**src/rtl/c16_prg_loader.sv**
```systemverilog
// C16 .PRG injector: buffers the host byte stream, stalls the 8501 via WAIT,
// writes the payload into RAM in bursts and patches the BASIC end pointers.
module c16_prg_loader #(
  parameter int GUARD     = 64,
  parameter int WR_CYCLES = 4,
  parameter int BURST     = 8
) (
  input  logic        CLK28,
  input  logic        RESET,
  input  logic        dl_start,
  input  logic        dl_wr,
  input  logic [7:0]  dl_data,
  input  logic        dl_end,
  output logic        dl_ready,
  output logic        busy,
  output logic        wait_cpu,
  output logic        ram_sel,
  output logic [15:0] ram_addr,
  output logic [7:0]  ram_dout,
  output logic        ram_we,
  output logic [15:0] load_end
);

  typedef enum logic [2:0] {IDLE, REQ, WRITE, GAP, PATCH, REL} state_t;

  state_t      state, state_next;
  logic [7:0]  fifo_mem [16];
  logic [3:0]  rd_ptr, wr_ptr;
  logic [4:0]  count, count_next;
  logic        stream_active, stream_next;
  logic        end_seen, loading, patch_pending;
  logic [1:0]  hdr_cnt;
  logic [2:0]  patch_idx;
  logic [15:0] wptr;
  logic [15:0] guard_cnt;
  logic [7:0]  gap_cnt;
  logic        dl_ready_r;
  logic [15:0] load_end_r;

  logic start_ok, end_take, hdr_take, push, pop, done;

  assign start_ok    = dl_start && !loading;
  assign end_take    = dl_end && stream_active;
  assign hdr_take    = dl_wr && dl_ready_r && (hdr_cnt != 2'd2);
  assign push        = dl_wr && dl_ready_r && (hdr_cnt == 2'd2);
  assign pop         = (state == WRITE);
  assign count_next  = count + {4'd0, push} - {4'd0, pop};
  assign stream_next = start_ok ? 1'b1 : (end_take ? 1'b0 : stream_active);
  // Load is finished once the stream ended and nothing is left to write or patch.
  assign done        = loading && end_seen && !patch_pending && (count == 5'd0) &&
                       ((state == IDLE) || (state == REL));

  assign dl_ready = dl_ready_r;
  assign busy     = loading;
  assign load_end = load_end_r;

  always_ff @(posedge CLK28) begin
    if (push) fifo_mem[wr_ptr] <= dl_data;
  end

  always_ff @(posedge CLK28) begin
    if (RESET) begin
      stream_active <= 1'b0;
      end_seen      <= 1'b0;
      loading       <= 1'b0;
      patch_pending <= 1'b0;
      hdr_cnt       <= 2'd0;
      patch_idx     <= 3'd0;
      wptr          <= 16'd0;
      rd_ptr        <= 4'd0;
      wr_ptr        <= 4'd0;
      count         <= 5'd0;
      guard_cnt     <= 16'd0;
      gap_cnt       <= 8'd0;
      dl_ready_r    <= 1'b0;
      load_end_r    <= 16'd0;
    end else begin
      stream_active <= stream_next;
      dl_ready_r    <= stream_next && (count_next < 5'd16);
      count         <= count_next;
      if (push) wr_ptr <= wr_ptr + 4'd1;
      if (pop)  rd_ptr <= rd_ptr + 4'd1;
      guard_cnt <= (state == REQ) ? guard_cnt + 16'd1 : 16'd0;
      gap_cnt   <= (state == GAP) ? gap_cnt + 8'd1 : 8'd0;
      if (start_ok) begin
        loading       <= 1'b1;
        end_seen      <= 1'b0;
        patch_pending <= 1'b0;
        hdr_cnt       <= 2'd0;
        patch_idx     <= 3'd0;
      end else begin
        if (end_take) end_seen <= 1'b1;
        // Header bytes form the load address and never enter the FIFO.
        if (hdr_take) begin
          hdr_cnt <= hdr_cnt + 2'd1;
          if (hdr_cnt == 2'd0) begin
            wptr[7:0] <= dl_data;
          end else begin
            wptr[15:8]    <= dl_data;
            patch_pending <= 1'b1;
          end
        end
        if (pop) wptr <= wptr + 16'd1;
        if (state == PATCH) begin
          patch_idx <= patch_idx + 3'd1;
          if (patch_idx == 3'd5) patch_pending <= 1'b0;
        end
        if (done) begin
          loading <= 1'b0;
          if (state == REL) load_end_r <= wptr;
        end
      end
    end
  end

  always_ff @(posedge CLK28) begin
    if (RESET) state <= IDLE;
    else       state <= state_next;
  end

  always_comb begin
    state_next = state;
    case (state)
      IDLE: begin
        if ((count >= 5'(BURST)) || (end_seen && ((count != 5'd0) || patch_pending)))
          state_next = REQ;
      end
      REQ: begin
        if (guard_cnt == 16'(GUARD - 1))
          state_next = (count != 5'd0) ? WRITE : (patch_pending ? PATCH : REL);
      end
      WRITE, PATCH: state_next = GAP;
      GAP: begin
        // A nonzero patch index means the pointer patch sequence is under way.
        if (gap_cnt == 8'(WR_CYCLES - 2)) begin
          if (patch_idx != 3'd0)                state_next = (patch_idx == 3'd6) ? REL : PATCH;
          else if (count != 5'd0)               state_next = WRITE;
          else if (end_seen && patch_pending)   state_next = PATCH;
          else                                  state_next = REL;
        end
      end
      REL:     state_next = IDLE;
      default: state_next = IDLE;
    endcase
  end

  always_comb begin
    wait_cpu = 1'b0;
    ram_sel  = 1'b0;
    ram_we   = 1'b0;
    ram_addr = 16'd0;
    ram_dout = 8'd0;
    case (state)
      REQ: wait_cpu = 1'b1;
      WRITE: begin
        wait_cpu = 1'b1;
        ram_sel  = 1'b1;
        ram_we   = 1'b1;
        ram_addr = wptr;
        ram_dout = fifo_mem[rd_ptr];
      end
      GAP: begin
        wait_cpu = 1'b1;
        ram_sel  = 1'b1;
      end
      PATCH: begin
        wait_cpu = 1'b1;
        ram_sel  = 1'b1;
        ram_we   = 1'b1;
        ram_addr = 16'h002D + {13'd0, patch_idx};
        ram_dout = patch_idx[0] ? wptr[15:8] : wptr[7:0];
      end
      REL: wait_cpu = 1'b1;
      default: ;
    endcase
  end

endmodule

```
**config.mk**
```make
export PLATFORM = sky130hd
export DESIGN_NAME = c16_prg_loader
export DESIGN_NICKNAME = d
export VERILOG_FILES = /design/src/rtl/c16_prg_loader.sv
export SDC_FILE = /design/constraint.sdc
export NUM_CORES = 1
export LEC_CHECK = 0
export ABC_AREA = 0
export CELL_PAD_IN_SITES_DETAIL_PLACEMENT = 0
export CELL_PAD_IN_SITES_GLOBAL_PLACEMENT = 1
export CORE_MARGIN = 8
export CORE_UTILIZATION = 44
export DETAILED_ROUTE_END_ITERATION = 12
export HOLD_SLACK_MARGIN = 0.03
export PLACE_DENSITY = 0.87
export REMOVE_ABC_BUFFERS = 1
export SYNTH_ARGS = -nofsm -noshare
export SYNTH_HDL_FRONTEND = slang
export SYNTH_SLANG_ARGS = --single-unit
```
**constraint.sdc**
```tcl
create_clock -name CLK28 -period 2.7 [get_ports CLK28]
set_clock_uncertainty 0.05 [all_clocks]
set_input_delay 0.27 -clock CLK28 [delete_from_list [all_inputs] [get_ports CLK28]]
set_output_delay 0.27 -clock CLK28 [all_outputs]
set_load 0.01 [all_outputs]
```
# Yosys cells after proc, flatten, opt, wreduce, memory -nomap -nowiden
# Memories as Yosys holds them, arrays and structs flattened. A register that Yosys moved wholly into a read port is not among the register bits.
# Index checks and enable logic that the tools add are counted.
[totals]
in_bits = 13
reg_bits = 82
out_inout_bits = 45
mem_count = 1
ramBits = 128
word_cells = 114
[classes]
n_mux = 32
n_bitwise = 3
n_addsub = 10
n_eq_ne = 15
n_reduce_logical = 35
n_lt_le_gt_ge = 2
[memory_table]
columns = ["memory", "words", "width", "rd", "rd_ports_with_merged_regs", "wr", "line_no", "text"]
rows = [
  ["fifo_mem", 16, 8, 1, 1, 1, "27", "logic [7:0] fifo_mem [16];"],
]
[ops]
columns = ["cell", "n"]
rows = [
  ["adder 16 x 1 -> 16 bit (second input constant)", 2],
  ["two-way mux 16 bit", 2],
  ["one-hot mux 16 bit (2 select lines)", 1],
  ["two-way mux 8 bit", 3],
  ["two-way mux 3 bit", 6],
  ["== test 16 x 6 -> 1 bit (second input constant)", 1],
  ["two-way mux 1 bit", 16],
  ["one-hot mux 8 bit (2 select lines)", 1],
  ["== test 3 bit (second input constant)", 4],
  ["logical AND 1 bit", 12],
  ["one-hot mux 3 bit (4 select lines)", 1],
  ["AND reduction 3 bit", 4],
  ["adder 4 x 1 -> 4 bit (second input constant)", 2],
  ["adder 8 x 1 -> 8 bit (second input constant)", 1],
  ["== test 8 x 2 -> 1 bit (second input constant)", 1],
  ["two-way mux 4 bit", 2],
  ["OR reduction 2 bit", 4],
  ["adder 6 x 3 -> 7 bit (first input constant)", 1],
  ["== test 3 x 2 -> 1 bit (second input constant)", 2],
  ["inequality test 2 x 1 -> 1 bit (second input constant)", 3],
  ["nonzero test 2 bit", 3],
  ["adder 5 x 1 -> 5 bit", 1],
  [">= comparator 5 x 4 -> 1 bit (second input constant)", 1],
  ["zero test 5 bit", 1],
  ["16 further kinds", 22],
]

# Longest topological paths before layout
[depth]
ltp_word = 6
ltp_mapped = 14
depth_no_buf = 12

# Worst setup path before layout
# OpenSTA, ideal clock, no wires.
[synth_timing]
kind = "flip-flop to flip-flop"
startpoint = "register state[0]"
endpoint = "register dl_ready_r (netlist: dl_ready)"
setup_slack_ps = 26
period_less_slack_ps = 2674
arrival_ps = 2509
setup_ps = 115
path_stages_with_launch = 15
path_cell_list = "dfxtp_1 > buf_6 > or3b_1 > buf_6 > inv_2 > buf_6 > buf_2 > ha_1 > inv_1 > ha_1 > fa_1 > a21oi_1 > o21bai_1 > xor2_1 > and2_1"
[synth_between]
elab_chain_len = 4
[synth_rtl]
columns = ["element", "line_no", "text"]
rows = [
  ["start: declaration", "26", "state_t state, state_next;"],
  ["start signal: assignment", "118", "else state <= state_next;"],
  ["== test 3 x 2 -> 1 bit", "46", "assign pop = (state == WRITE);"],
  ["subtractor 5 x 1 -> 5 bit", "47", "assign count_next = count + {4'd0, push} - {4'd0, pop};"],
  ["< comparator 5 bit", "79", "dl_ready_r <= stream_next && (count_next < 5'd16);"],
  ["logical AND 1 bit", "79", ""],
  ["end signal: assignment", "79", ""],
  ["end: declaration", "37", "logic dl_ready_r;"],
]
# Every way passes these cells.
# A chain may end at the register's enable or synchronous reset.

==> reports/results.ini <==
[sta]
holdWs_ps = 106
setup_viol_count_final = 0
slew_headroom = 0.518
fmax_mhz = 375
hold_viol = 0
worst_pin_slew_ps = 720
post-route-period-util = 0.988
slew_viol_final = 0
period_needed_ps = 2670

[synthesis]
synth_area_per_cell_um2 = 12.5
yosysWarnings = 0
synth_top_cell_area_share = 0.408
netlist_area_mm2 = 0.00942
synthMostInstantiatedCell = edfxtp_1
synth_edf_count = 128
ys_seq_area_frac = 0.591
synth_commonest_cells = 128 x edfxtp_1, 86 x dfxtp_1, 72 x nor2_1
postSynth.asyncResetShare = 0
synth_cell_type_count = 68
synth_ff_type = edfxtp_1
ys_ff_latch = 214
synth_largest_area_cell = edfxtp_1
postSynthCellCount = 751
synthTopCellsByArea = edfxtp_1 41%, dfxtp_1 18%, mux4_2 7.6%, ha_1 3.2%, mux2i_1 2.9%

[global_route]
grt_max_degree = 33
grt_pass1_vias = 6160
antenna_found_initial = 0
grt_overflow_total = 0
grt_pass1_wl_um = 35000
grtUsageTotal = 0.167

[routing]
drc = 0
vias = 6372
wl_per_cell_um = 19.9
dr.pass1.iters = 7
drtIter0Drc = 521
final_antenna_net_count = 0
routed_wirelength_um = 22500
vias_per_cell = 5.64

[placed_design]
place_congestion = 0.828
dpl_cell_area_mm2 = 0.0105
hpwl_um = 15200
io_buffers = 57

[cts]
holdBufCountCts = 0
tritoncts = built
clock_latency_ps = 500
clkTransAtPathRegs_ps = 60
cts_made_buffers = 23
cts_num_sinks = 214
cts_root_buffer = clkbuf_16
cts.path.max_buffers = 3
htreeDepth = 1

[pwr]
ir_drop_mv = 0.552
switchingPower_mw = 2.40
seqPwrFrac = 0.432
cellLeakagePower_nw = 3.98
switching_share = 0.277
total_power_mw = 8.65
clkPwrFrac = 0.349
power_density_mw_per_mm2 = 764
combPwrFrac = 0.220
power.internal_mw = 6.26

[critical_path]
reg2reg_depth = 12
crit_arrival_ps = 2350
reg2reg_from = hdr_cnt[0]$_SDFFE_PP0P_
path_class = register to primary output
cp-start-kind = register
r2r_end = dl_ready$_SDFF_PP0_
end_kind = primary output
required_ps = 2380
cp_max_fo = 5
rrSetupSlack_ps = 220

[min_path]
hold_depth = 2
min_path_type = input port to register
hp-start = RESET
min_delay_worst_endpoint = rd_ptr[0]$_SDFFE_PP0N_

[die]
rows = 53
dieArea_mm2 = 0.0264
die_w_um = 162
die_h_um = 162
core_area_mm2 = 0.0210
io_pins = 58
start_util = 0.448

[cells_and_area]
drive_gt1_frac = 0.165
antennaDiodeCount = 0
area_delta_synth_final_pct = 20.2
finalInstanceArea_mm2 = 0.0113
fin_nets = 877
fillers = 1672

[run]
cap_violations = 0

[run_status]
status = finished clean

[layer usage]
metal	routed length, um	part of all wire	track usage	up-vias
li1	-	-	-	2963
met2	10600	0.47	0.272	262
met3	1650	0.073	0.0298	43
met1	9490	0.42	0.220	3104
met5	0	0	0	-
met4	683	0.030	0.0640	0
[power by group through the flow]
stage | logic, mW | clock network, mW | registers [mW]
2_1_floorplan | 1.02 | 0 | 3.86
3_3_place_gp | 1.73 | 0 | 3.79
3_5_place_dp | 1.74 | 0 | 3.79
4_1_cts | 1.87 | 3.05 | 3.73
5_1_grt | 2.08 | 3.18 | 3.76
6_report | 1.90 | 3.02 | 3.74
[area by class of cell]
cell class,instances,area (um2),area share
inverters,20,77.6,0.00685
well taps,275,344,0.0304
multi-input cells,473,3600,0.318
repair buffers,107,1030,0.0906
clock inverters,13,121,0.0107
flip-flops and latches,214,5570,0.492
clock buffers,28,594,0.0525
[critical path: stages (launching register included)]
cell,delay (ps)
dfxtp_4,390
buf_12,140
buf_12,110
mux4_2,510
mux2_4,310
nand2_1,80
o211ai_1,130
buf_2,180
[state kept, by name, summed over array words and instances (netlist names), 2 cells and up, named ones only]
register   count
wptr          16
state          3
rd_ptr         4
count          5
fifo_mem     128
hdr_cnt        2
wr_ptr         4
guard_cnt     16
gap_cnt        8
patch_idx      3
load_end      16
[logic make-up (layout without fill, tap and decap cells)]
family,after synthesis,count (layout),share of synthesized area
buffers and inverters,64,168,0.0299
muxes,67,67,0.115
AOI/OAI and AO/OA,108,108,0.0732
and+or+nand+nor,247,247,0.134
adders and majority gates,25,25,0.0340
DFF,214,214,0.591
xor gates and xnor gates,26,26,0.0242
[per-stage QoR]
| stage | cells | setup TNS [ps] | setup WS, ps | utilization |
|---|---|---|---|---|
| 2_1_floorplan | 707 | -2520 | -458 | - |
| 3_3_place_gp | 1081 | 0 | 112 | 0.498 |
| 3_5_place_dp | 1081 | 0 | 49.7 | 0.498 |
| 4_1_cts | 1129 | -37.7 | -37.7 | 0.538 |
| 5_1_grt | 1130 | -19.5 | -19.5 | 0.539 |
| 6_report | 1130 | 0 | 33.0 | 0.539 |
[what timing repair did]
| item | in CTS | in global routing |
|---|---|---|
| pin swaps | 1 | 2 |
| setup buffers | 6 | 0 |
| endpoints found under the setup margin | 23 | 10 |
| cloned | 1 | 1 |
| resized for setup | 32 | 11 |
[layout by cell type (no fill, tap or decap), types with 10 or more instances in the layout]
cell,n
a21oi_1,31
o211ai_1,10
mux4_2,32
nor3_1,12
o21ai_0,24
nor2_1,72
nand3_1,24
clkbuf_16,24
inv_1,19
dfxtp_1,85
and2_1,15
clkdlybuf4s50_1,43
nand2_1,60
xor2_1,17
mux2i_1,27
ha_1,24
buf_4,42
edfxtp_1,128
[worst max path at each step]
stage                     endpoint  depth (start not counted)
2_1_floorplan  dl_ready$_SDFF_PP0_                         10
3_3_place_gp   dl_ready$_SDFF_PP0_                         11
3_5_place_dp   dl_ready$_SDFF_PP0_                         11
4_1_cts                ram_dout[3]                          7
5_1_grt                ram_dout[7]                          7
6_report               ram_dout[7]                          7
Note: power is estimated with default switching activity, not from simulation.
